<file path="config.mk">
export PLATFORM = sky130hd
export DESIGN_NAME = trap_ctrl
export DESIGN_NICKNAME = d
export VERILOG_FILES = /design/src/rtl/trap_ctrl.sv
export SDC_FILE = /design/constraint.sdc
export NUM_CORES = 1
export LEC_CHECK = 0
export BUFFER_PORTS_ARGS = -buffer_cell sky130_fd_sc_hd__buf_2
export CORE_AREA = 2 2 204 206
export DETAILED_ROUTE_END_ITERATION = 12
export DIE_AREA = 0 0 206 208
export PLACE_DENSITY_LB_ADDON = 0.08
export SLEW_MARGIN = 10
export SYNTH_ARGS = -nofsm -noshare
export SYNTH_HDL_FRONTEND = slang
export SYNTH_SLANG_ARGS = --single-unit
</file>
<file path="constraint.sdc">
create_clock -name clk -period 11 [get_ports clk]
set_clock_uncertainty 0.15 [all_clocks]
set_input_delay 3.3 -clock clk [delete_from_list [all_inputs] [get_ports clk]]
set_output_delay 3.3 -clock clk [all_outputs]
set_load 0.01 [all_outputs]
</file>
<file path="src/rtl/trap_ctrl.sv">
// Machine-mode trap sequencer: takes timer interrupt / ecall / mret at commit,
// stalls, writes mepc+mcause then mstatus via clint_* ports, flushes, redirects.
//
// Ports:
//  clk, rst_n (sync, active-low)
//  inst_valid_i/inst_pc_i/inst_ecall_i/inst_mret_i : commit stage
//  global_int_en_i/mtime_int_en_i/mtime_int_pend_i : MIE/MTIE/MTIP
//  csr_mtvec_i/csr_mepc_i/csr_mstatus_i            : current CSR values
//  mepc_*/mcause_*/mstatus_* wen+wdata             : CSR write ports
//  hold_o, flush_o, redirect_pc_o, int_ack_o       : pipeline control

module trap_ctrl #(
  parameter bit         VECTORED_EN = 1'b1,
  parameter logic [1:0] MPP_MODE    = 2'b11
) (
  input  logic        clk,
  input  logic        rst_n,
  input  logic        inst_valid_i,
  input  logic [63:0] inst_pc_i,
  input  logic        inst_ecall_i,
  input  logic        inst_mret_i,
  input  logic        global_int_en_i,
  input  logic        mtime_int_en_i,
  input  logic        mtime_int_pend_i,
  input  logic [63:0] csr_mtvec_i,
  input  logic [63:0] csr_mepc_i,
  input  logic [63:0] csr_mstatus_i,
  output logic        mepc_wen_o,
  output logic [63:0] mepc_wdata_o,
  output logic        mcause_wen_o,
  output logic [63:0] mcause_wdata_o,
  output logic        mstatus_wen_o,
  output logic [63:0] mstatus_wdata_o,
  output logic        hold_o,
  output logic        flush_o,
  output logic [63:0] redirect_pc_o,
  output logic        int_ack_o
);

  typedef enum logic [2:0] {
    IDLE,
    SAVE,
    MSTAT,
    MRET,
    JUMP
  } state_t;

  localparam logic [63:0] CAUSE_MTI   = 64'h8000_0000_0000_0007;
  localparam logic [63:0] CAUSE_ECALL = 64'd11;

  state_t      state_q, state_d;
  logic [63:0] pc_q, pc_d;
  logic [63:0] cause_q, cause_d;
  logic [63:0] tgt_q, tgt_d;

  logic        int_req;
  logic        sel_int;
  logic        sel_ecall;
  logic        sel_mret;
  logic [63:0] base;
  logic        vec;
  logic [63:0] trap_tgt;
  logic [63:0] mstat_trap;
  logic [63:0] mstat_mret;

  assign int_req = global_int_en_i
                 & mtime_int_en_i
                 & mtime_int_pend_i;

  // one-hot selects in priority order: interrupt > ecall > mret
  assign sel_int   = inst_valid_i & int_req;
  assign sel_ecall = inst_valid_i & ~int_req
                   & inst_ecall_i;
  assign sel_mret  = inst_valid_i & ~int_req
                   & ~inst_ecall_i & inst_mret_i;

  assign base = {csr_mtvec_i[63:2], 2'b00};
  assign vec  = VECTORED_EN
              & (csr_mtvec_i[1:0] == 2'b01)
              & cause_q[63];
  assign trap_tgt = vec
    ? base + {cause_q[61:0], 2'b00}
    : base;

  always_comb begin
    mstat_trap        = csr_mstatus_i;
    mstat_trap[7]     = csr_mstatus_i[3];
    mstat_trap[3]     = 1'b0;
    mstat_trap[12:11] = MPP_MODE;
  end

  always_comb begin
    mstat_mret        = csr_mstatus_i;
    mstat_mret[3]     = csr_mstatus_i[7];
    mstat_mret[7]     = 1'b1;
    mstat_mret[12:11] = MPP_MODE;
  end

  always_ff @(posedge clk) begin
    if (!rst_n) begin
      state_q <= IDLE;
      pc_q    <= '0;
      cause_q <= '0;
      tgt_q   <= '0;
    end else begin
      state_q <= state_d;
      pc_q    <= pc_d;
      cause_q <= cause_d;
      tgt_q   <= tgt_d;
    end
  end

  always_comb begin
    state_d         = state_q;
    pc_d            = pc_q;
    cause_d         = cause_q;
    tgt_d           = tgt_q;
    mepc_wen_o      = 1'b0;
    mepc_wdata_o    = '0;
    mcause_wen_o    = 1'b0;
    mcause_wdata_o  = '0;
    mstatus_wen_o   = 1'b0;
    mstatus_wdata_o = '0;
    hold_o          = 1'b0;
    flush_o         = 1'b0;
    redirect_pc_o   = '0;
    int_ack_o       = 1'b0;

    unique case (state_q)
      IDLE: begin
        unique case (1'b1)
          sel_int: begin
            hold_o  = 1'b1;
            pc_d    = inst_pc_i;
            cause_d = CAUSE_MTI;
            state_d = SAVE;
          end
          sel_ecall: begin
            hold_o  = 1'b1;
            pc_d    = inst_pc_i;
            cause_d = CAUSE_ECALL;
            state_d = SAVE;
          end
          sel_mret: begin
            hold_o  = 1'b1;
            state_d = MRET;
          end
          default: ;
        endcase
      end
      SAVE: begin
        hold_o         = 1'b1;
        mepc_wen_o     = 1'b1;
        mepc_wdata_o   = pc_q;
        mcause_wen_o   = 1'b1;
        mcause_wdata_o = cause_q;
        int_ack_o      = cause_q[63];
        state_d        = MSTAT;
      end
      MSTAT: begin
        hold_o          = 1'b1;
        mstatus_wen_o   = 1'b1;
        mstatus_wdata_o = mstat_trap;
        tgt_d           = trap_tgt;
        state_d         = JUMP;
      end
      MRET: begin
        hold_o          = 1'b1;
        mstatus_wen_o   = 1'b1;
        mstatus_wdata_o = mstat_mret;
        tgt_d           = csr_mepc_i;
        state_d         = JUMP;
      end
      JUMP: begin
        hold_o        = 1'b1;
        flush_o       = 1'b1;
        redirect_pc_o = tgt_q;
        state_d       = IDLE;
      end
      default: state_d = IDLE;
    endcase

    // reset asserted mid-sequence must not leak a partial CSR write
    if (!rst_n) begin
      mepc_wen_o      = 1'b0;
      mepc_wdata_o    = '0;
      mcause_wen_o    = 1'b0;
      mcause_wdata_o  = '0;
      mstatus_wen_o   = 1'b0;
      mstatus_wdata_o = '0;
      hold_o          = 1'b0;
      flush_o         = 1'b0;
      redirect_pc_o   = '0;
      int_ack_o       = 1'b0;
    end
  end

endmodule

</file>
==> flow_summary.toml, run 1 <==
[status]
status = "finished clean"

[power_and_ir_drop]
combPwrFrac_pct = 15.2
p_leak_nw = 5.52
p_int_w = 0.000927
pwr-share-seq_pct = 40.2
swShare_pct = 28.8
clkPwrFrac_pct = 44.6
p_per_area_nw_per_um2 = 115
peakVddDrop_uv = 86.8
fin_total_pwr_w = 0.00130
p_switching_w = 0.000374

[timing]
period_share_pct = 80.6
rsz0062_at_grt = "no"
maxSlewViolCount = 0
setup_viol = 0
relSlewSlack_pct = 37.4
fmaxAchievable_mhz = 113
period_minus_slack_ps = 8870
hold_violations = 0
setup_tns_ps = 0
tightest_slew_ps = 939

[critical_path]
cp-start-kind = "primary input"
rrSetupSlack_ps = 7980
timing.rr.start = "cause_q[1]"
critPathKind = "in2out"
cp.arrival_ps = 5420
r2r_cells = 9
regToRegEndpoint = "tgt_q[38]"
worst_setup_path_end_kind = "output port"
required_ps = 7550
cp_max_fo = 45

[drt]
remaining_drc_errors = 0
viasPerCell = 4.35
drt_iter0_markers = 485
routedWlPerCell_um = 17.7
antenna_left = 0
wl_um = 36600
drtPass1Iterations = 6
vias = 8979

[clock_network]
h-tree-depth = 4
cts_made_buffers = 17
clk_latency_ps = 440
cts-root-buf = "clkbuf_16"
cts_resized = 0
clkTransAtPathRegs_ps = 70
cts_tree = "done"
cts-hold-fix-buffers = 0
clock_tree.buffer_depth = 2
postCtsSetupBuffers = 0
clock-sinks = 134

[finish]
drive_gt1_share_pct = 34.6
area_delta_synth_final_pct = 37.6
layout_common_cells = "buf_2, nand2_1, and2_1"
final_nets = 1787
final_common_cell = "buf_2"
nFillCells = 4629

[floorplan]
dieHeight_um = 208
num_rows = 74
coreArea_um2 = 40600
io_pins = 526
dieWidth_um = 206
dieArea_um2 = 42800
start_util_pct = 20.3

[synthesis]
synth_warnings = 0
ys_ff_latch = 134
async_reset_ff_share_pct = 0
synthesis.area_um2 = 8230
synth_ff_type = "dfxtp_1"
synth_top_area_share_pct = 32.6
ys_top_cells_by_area = "dfxtp_1, and2_1, nand2_1"
synth-edff-count = 0
yosys.area.top_type = "dfxtp_1"
syn_avg_cell_area_um2 = 7.42
seq_area_frac_synth_pct = 32.6
synthCells = 1108
synth_cell_type_count = 56

[global_route]
grt_pass1_wl_um = 53700
grt_pass1_vias = 8630
grt_max_degree = 96
grt_overflow = 0
grt_usage_pct = 16.4
antenna_found_initial = 6

[worst_hold_path]
holdPathStages = 2
worstHoldStart = "tgt_q[0]"
hold_path.class = "reg2reg"
whs_endpoint = "tgt_q[0]"

[placement]
post-dp-hpwl_um = 27300
portBuffers = 464
place_congestion = 0.823

[flow_run]
drv_cap = 0
==> cells by family (layout without fill, tap and decap cells) <==
family | after synthesis | in the layout | share of synthesized area [%]
other | 1 | 62 | 0.0456
AO/OA/AOI/OAI | 202 | 202 | 14.1
buffers and inverters | 157 | 521 | 10.7
XOR/XNOR | 57 | 57 | 6.07
AND/OR/NAND/NOR | 549 | 549 | 35.2
flip-flops | 134 | 134 | 32.6
adder cells (fa/ha/maj) | 5 | 5 | 0.852
multiplexers | 3 | 3 | 0.365
==> worst max-delay path: stages <==
cell,delay [ps]
buf_2,110
inv_4,150
or3_1,430
nor2_4,700
buf_4,370
and2_1,170
buf_2,130
==> synth_stat cells (all sizes together) (17+ instances only) <==
cell type and instances:
and3 86, clkbuf 68, a22oi 23, dfxtp 134, nand3 37, nand4 18
a21oi 94, nor3 22, nor2 33, buf 76, o22ai 17, nand2 180
and2 134, o21ai 45, xnor2 44
==> metrics by stage <==
| stage | setup slack, ps | std cells | hold slack, ps | util, % | cell area, um^2 |
|---|---|---|---|---|---|
| 6_report | 2130 | 2065 | 296 | 27.9 | 11300 |
| 5_1_grt | 1890 | 2063 | 321 | 27.9 | 11300 |
| 4_1_cts | 2040 | 2062 | 301 | 27.9 | 11300 |
| 3_5_place_dp | 2070 | 2031 | 291 | 26.5 | 10700 |
| 3_3_place_gp | 2040 | 2031 | 284 | 26.5 | 10700 |
| 2_1_floorplan | 2750 | 1166 | 267 | - | 8440 |
==> registers in the layout (all words and copies together) (netlist names) <==
name and flops:
state_q 3, tgt_q 64, cause_q 3, pc_q 64
==> layer usage <==
layer / GRT usage (%) / part of all wire [%] / vias up
li1: - / - / 4484
met1: 21.8 / 45 / 4182
met2: 26.2 / 47 / 287
met3: 4.86 / 7.4 / 22
met4: 3.57 / 1.1 / 4
met5: 0 / 0.055 / -
==> cell type report <==
type | count | area [um^2] | area share [%]
Sequential cell | 134 | 2680 | 23.7
Timing Repair Buffer | 478 | 2430 | 21.4
Multi-Input combinational cell | 875 | 4920 | 43.4
Clock buffer | 20 | 447 | 3.95
Tap cell | 532 | 666 | 5.88
Antenna cell | 3 | 7.51 | 0.0663
Clock inverter | 11 | 126 | 1.12
Inverter | 12 | 47.5 | 0.420
==> power by group through the flow <==
stage	sequential, W	clock [W]	combinational [W]
6_report	0.000523	0.000580	0.000198
5_1_grt	0.000526	0.000622	0.000222
4_1_cts	0.000523	0.000604	0.000202
3_5_place_dp	0.000534	0	0.000201
3_3_place_gp	0.000533	0	0.000201
2_1_floorplan	0.000530	0	0.000119
==> worst max-delay path by stage <==
stage / start / endpoint / slack, ps / depth (start not counted)
finish: rst_n / mepc_wdata_o[49] / 2130 / 7
global placement: rst_n / mepc_wdata_o[49] / 2040 / 7
global route: rst_n / mepc_wdata_o[49] / 1890 / 7
detailed placement: rst_n / mepc_wdata_o[49] / 2070 / 7
floorplan: rst_n / mepc_wdata_o[34] / 2750 / 7
CTS: rst_n / mepc_wdata_o[49] / 2040 / 7
No activity file was read; power rests on OpenSTA's default activity.
==> run 2: changes to the inputs <==
Settings changed: CORE_AREA 2 2 204 206 to 2 2 205 207, DIE_AREA 0 0 206 208 to 0 0 207 209.
Clock period 11 ns to 7.1 ns, I/O delays scaled along.
==> run 2 against run 1 <==
Against the previous run: cell area increased by 1.2%; hold slack got worse by 1.8 ps; largest power group unchanged; non-clock buffer count increased by 4; power increased by 60%; via count increased by 0.77%; sequential power increased by 56%; critical endpoint is now redirect_pc_o[31]; combinational power increased by 56%; register-to-register slack got worse by 3900 ps.
==> flow_summary.toml, run 2 (synthesized netlist as in run 1, its figures left out) <==
[status]
status = "finished clean"

[timing]
period_share_pct = 86.0
fmaxAchievable_mhz = 164
period_minus_slack_ps = 6110
rsz0062_at_grt = "no"
setup_ws_ps = 992
hold_violations = 0
relSlewSlack_pct = 30.4
tightest_slew_ps = 1040
setup_tns_ps = 0
finalHoldWorstSlack_ps = 294
setup_viol = 0
maxSlewViolCount = 0

[clock_network]
cts-hold-fix-buffers = 0
clock-sinks = 134
postCtsSetupBuffers = 0
cts_tree = "done"
h-tree-depth = 4
clk_latency_ps = 430
cts-root-buf = "clkbuf_16"
cts_resized = 0
clkTransAtPathRegs_ps = 60
cts_made_buffers = 17
clock_tree.buffer_depth = 2

[placement]
dp_slack_ps = 962
place_congestion = 0.754
portBuffers = 464
post-dp-hpwl_um = 28100

[floorplan]
dieHeight_um = 209
dieWidth_um = 207
coreArea_um2 = 41300
start_util_pct = 19.9
dieArea_um2 = 43300
num_rows = 75
io_pins = 526

[power_and_ir_drop]
peakVddDrop_uv = 145
p_per_area_nw_per_um2 = 182
p_leak_nw = 5.56

[global_route]
use_met2_pct = 26.3
antenna_found_initial = 9
gr-max-usage-layer = "met2"
grt_util_met3_pct = 4.72
grt_usage_pct = 16.4
grt_pass1_wl_um = 54100
grt_max_degree = 77
grt_use_met1_pct = 21.5
grt_pass1_vias = 8565
grt_overflow = 0

[critical_path]
cpLargestDelayFamily = "buffers and inverters"
cp-start-kind = "primary input"
path_buf_inv = 4
cp_max_fo = 62
worst_setup_path_end_kind = "output port"
cp.arrival_ps = 3830
required_ps = 4820
slowest_stage = "and3_2"
critPathKind = "in2out"
max_stage_delay_ps = 530
cp_cell_sequence = "buf_2 > buf_4 > and3_2 > buf_4 > and2_1 > buf_2"

[worst_hold_path]
hold_path.class = "reg2reg"

[drt]
routedWlPerCell_um = 17.9
drt_iter0_markers = 615
viasPerCell = 4.36
drtPass1Iterations = 5
vias = 9048
remaining_drc_errors = 0
antenna_left = 0
wl_um = 37100

[finish]
final_nets = 1791
fin_util_pct = 27.7
layout_common_cells = "buf_2, nand2_1, and2_1"
drive_gt1_share_pct = 34.7
reg.largest.list = "pc_q (64), tgt_q (64)"
area_delta_synth_final_pct = 39.2
final_common_cell = "buf_2"

[flow_run]
drv_cap = 0
## run 2: path summary, 6_finish.rpt
check | start | end | slack (ps) | depth (start not counted)
worst max-delay path | rst_n | redirect_pc_o[31] | 990 | 6
worst min register to register | tgt_q[1] | tgt_q[1] | 290 | 2
worst min-delay path | tgt_q[1] | tgt_q[1] | 290 | 2
worst max register to register | cause_q[1] | tgt_q[38] | 4050 | 9
## run 2: per-layer routing
metal	vias to the layer above	wire, um
li1	4495	-
met1	4212	16700
met2	300	17400
met3	31	2450
met4	10	429
met5	-	61
## run 2: final cells by class
type / instances / area (um^2)
Clock inverter: 11 / 174
Sequential cell: 134 / 2680
Inverter: 12 / 47.5
Clock buffer: 20 / 447
Multi-Input combinational cell: 875 / 4920
Fill cell: 4692 / 29800
Timing Repair Buffer: 482 / 2500
Tap cell: 539 / 674
Antenna cell: 4 / 10.0
## run 2: worst min-delay path, stage by stage (launching register included)
cell	delay, ps
dfxtp_1	300
nand2_1	50
a21oi_1	50
## run 2: through the flow
step	total power, W	std cells	cell area, um^2
after floorplan	0.00101	1166	8440
after CTS	0.00213	2072	11400
after detailed placement	0.00114	2041	10800
final	0.00208	2077	11500
after global placement	0.00114	2041	10800
after global routing	0.00219	2075	11400
## run 2: power by group
group          internal [W]  switching (W)
Sequential         0.000791      0.0000231
Combinational      0.000122       0.000186
Clock              0.000598       0.000364
==> run 3: changes to the inputs <==
Settings changed: BUFFER_PORTS_ARGS -buffer_cell sky130_fd_sc_hd__buf_2 to not set, CORE_AREA 2 2 205 207 to 2 2 206 208, DIE_AREA 0 0 207 209 to 0 0 208 210, DONT_BUFFER_PORTS set to 1.
==> run 3 against run 2 <==
Against the previous run: combinational power shrank 34%; cell area decreased by 22%; sequential power hardly changed; critical path depth fell by 1; register-to-register slack worse by 80 ps; largest power group unchanged.
==> flow_summary.toml, run 3 (synthesized netlist as in run 1, its figures left out) <==
[power_and_ir_drop]
clkPwrFrac_pct = 45.7
swShare_pct = 30.5
peakVddDrop_uv = 151
p_switching_w = 0.000574
pwr-share-seq_pct = 43.4
p_per_area_nw_per_um2 = 209
p_leak_nw = 3.35
combPwrFrac_pct = 10.8
p_int_w = 0.00131

[drt]
drtPass1Iterations = 4
routedWlPerCell_um = 21.3
met3WireLength_um = 2750
drt_iter0_markers = 436
vias = 7440
antenna_left = 0
wl_met2_um = 15900
top_layer_used = "met5"
remaining_drc_errors = 0
wl_met1_um = 15300
wl_um = 34400
viasPerCell = 4.62

[critical_path]
required_ps = 4820
critPathKind = "in2out"
cp_cell_sequence = "inv_4 > or3_1 > nor2_4 > buf_4 > and2_1"
cp-start-kind = "primary input"
slowest_stage = "nor2_4"
cp.arrival_ps = 3550
rrSetupSlack_ps = 3970
cp_max_fo = 63
max_stage_delay_ps = 430
worst_setup_path_end_kind = "output port"

[status]
status = "finished clean"

[finish]
layout_common_cells = "nand2_1, and2_1, dfxtp_1"
reg.largest.list = "pc_q (64), tgt_q (64)"
drive_gt1_share_pct = 6.46
final_common_cell = "nand2_1"
final_nets = 1324
area_delta_synth_final_pct = 9.29

[placement]
portBuffers = 0
post-dp-hpwl_um = 25900
dp_slack_ps = 1190
place_congestion = 0.773

[flow_run]
drv_cap = 0

[clock_network]
cts_tree = "done"
clkTransAtPathRegs_ps = 60
cts-root-buf = "clkbuf_16"
clk_latency_ps = 460
clock-sinks = 134
clock_tree.buffer_depth = 2
h-tree-depth = 4
cts-hold-fix-buffers = 0
cts_resized = 0
cts_made_buffers = 17
postCtsSetupBuffers = 0

[timing]
hold_violations = 0
period_minus_slack_ps = 5830
rsz0062_at_grt = "no"
setup_viol = 0
setup_tns_ps = 0
tightest_slew_ps = 969
finalHoldWorstSlack_ps = 300
setup_ws_ps = 1270
fmaxAchievable_mhz = 171
period_share_pct = 82.1
relSlewSlack_pct = 34.8
maxSlewViolCount = 0

[floorplan]
dieHeight_um = 210
start_util_pct = 19.8
num_rows = 75
dieArea_um2 = 43700
io_pins = 526
coreArea_um2 = 41500
dieWidth_um = 208

[global_route]
grt_overflow = 0
grt_max_degree = 69
grt_usage_pct = 15.2
antenna_found_initial = 6
grt_pass1_vias = 7185
grt_pass1_wl_um = 49300

[worst_hold_path]
hold_path.class = "reg2reg"
## run 3: changes by cell type in the layout (fill, tap and decap cells not counted), moves of 2 or more
cell	before	now
buf_12	2	0
buf_2	464	0
bufinv_16	4	0
clkbuf_1	2	0
clkinv_2	1	3
inv_6	2	5
inv_8	0	2
## run 3: layer usage
layer  GRT usage [%]  vias to the layer above
met5               0                        -
met4            3.89                        6
met3            5.69                       25
met2            23.4                      301
met1            20.0                     3544
li1                -                     3564
## run 3: per-stage QoR
| stage | std cells | area, um^2 | power (W) | utilization (%) |
|---|---|---|---|---|
| finish | 1611 | 8990 | 0.00188 | 21.7 |
| global route | 1608 | 8980 | 0.00198 | 21.7 |
| CTS | 1607 | 8980 | 0.00193 | 21.7 |
| detailed placement | 1575 | 8430 | 0.00104 | 20.3 |
| global placement | 1575 | 8430 | 0.00104 | 20.3 |
| floorplan | 1166 | 8440 | 0.00101 | - |
## run 3: final timing paths
path,from,endpoint,cells past startpoint
setup reg to reg,state_q[2],tgt_q[51],8
hold reg to reg,pc_q[48],pc_q[48],2
setup / recovery,rst_n,mepc_wdata_o[18],5
hold / removal,pc_q[48],pc_q[48],2
## run 3: power by group through the flow
stage	combinational (W)	clock (W)	sequential, W
floorplan	0.000185	0	0.000821
global placement	0.000207	0	0.000834
detailed placement	0.000208	0	0.000834
CTS	0.000209	0.000902	0.000817
global route	0.000231	0.000932	0.000821
finish	0.000204	0.000860	0.000817
## run 3: cell type report
type / instances / area (um^2)
fillers: 4673 / 32500
diodes: 4 / 10.0
multi-input cells: 875 / 4920
repair buffers: 15 / 113
clock inverters: 15 / 121
flip-flops and latches: 134 / 2680
clock buffers: 17 / 425
well taps: 539 / 674
inverters: 12 / 47.5
## run 3: worst max-delay path, delay by kind of cell
family | cells | cell delay [ps]
AND/OR/NAND/NOR | 3 | 1030
buffers and inverters | 2 | 370
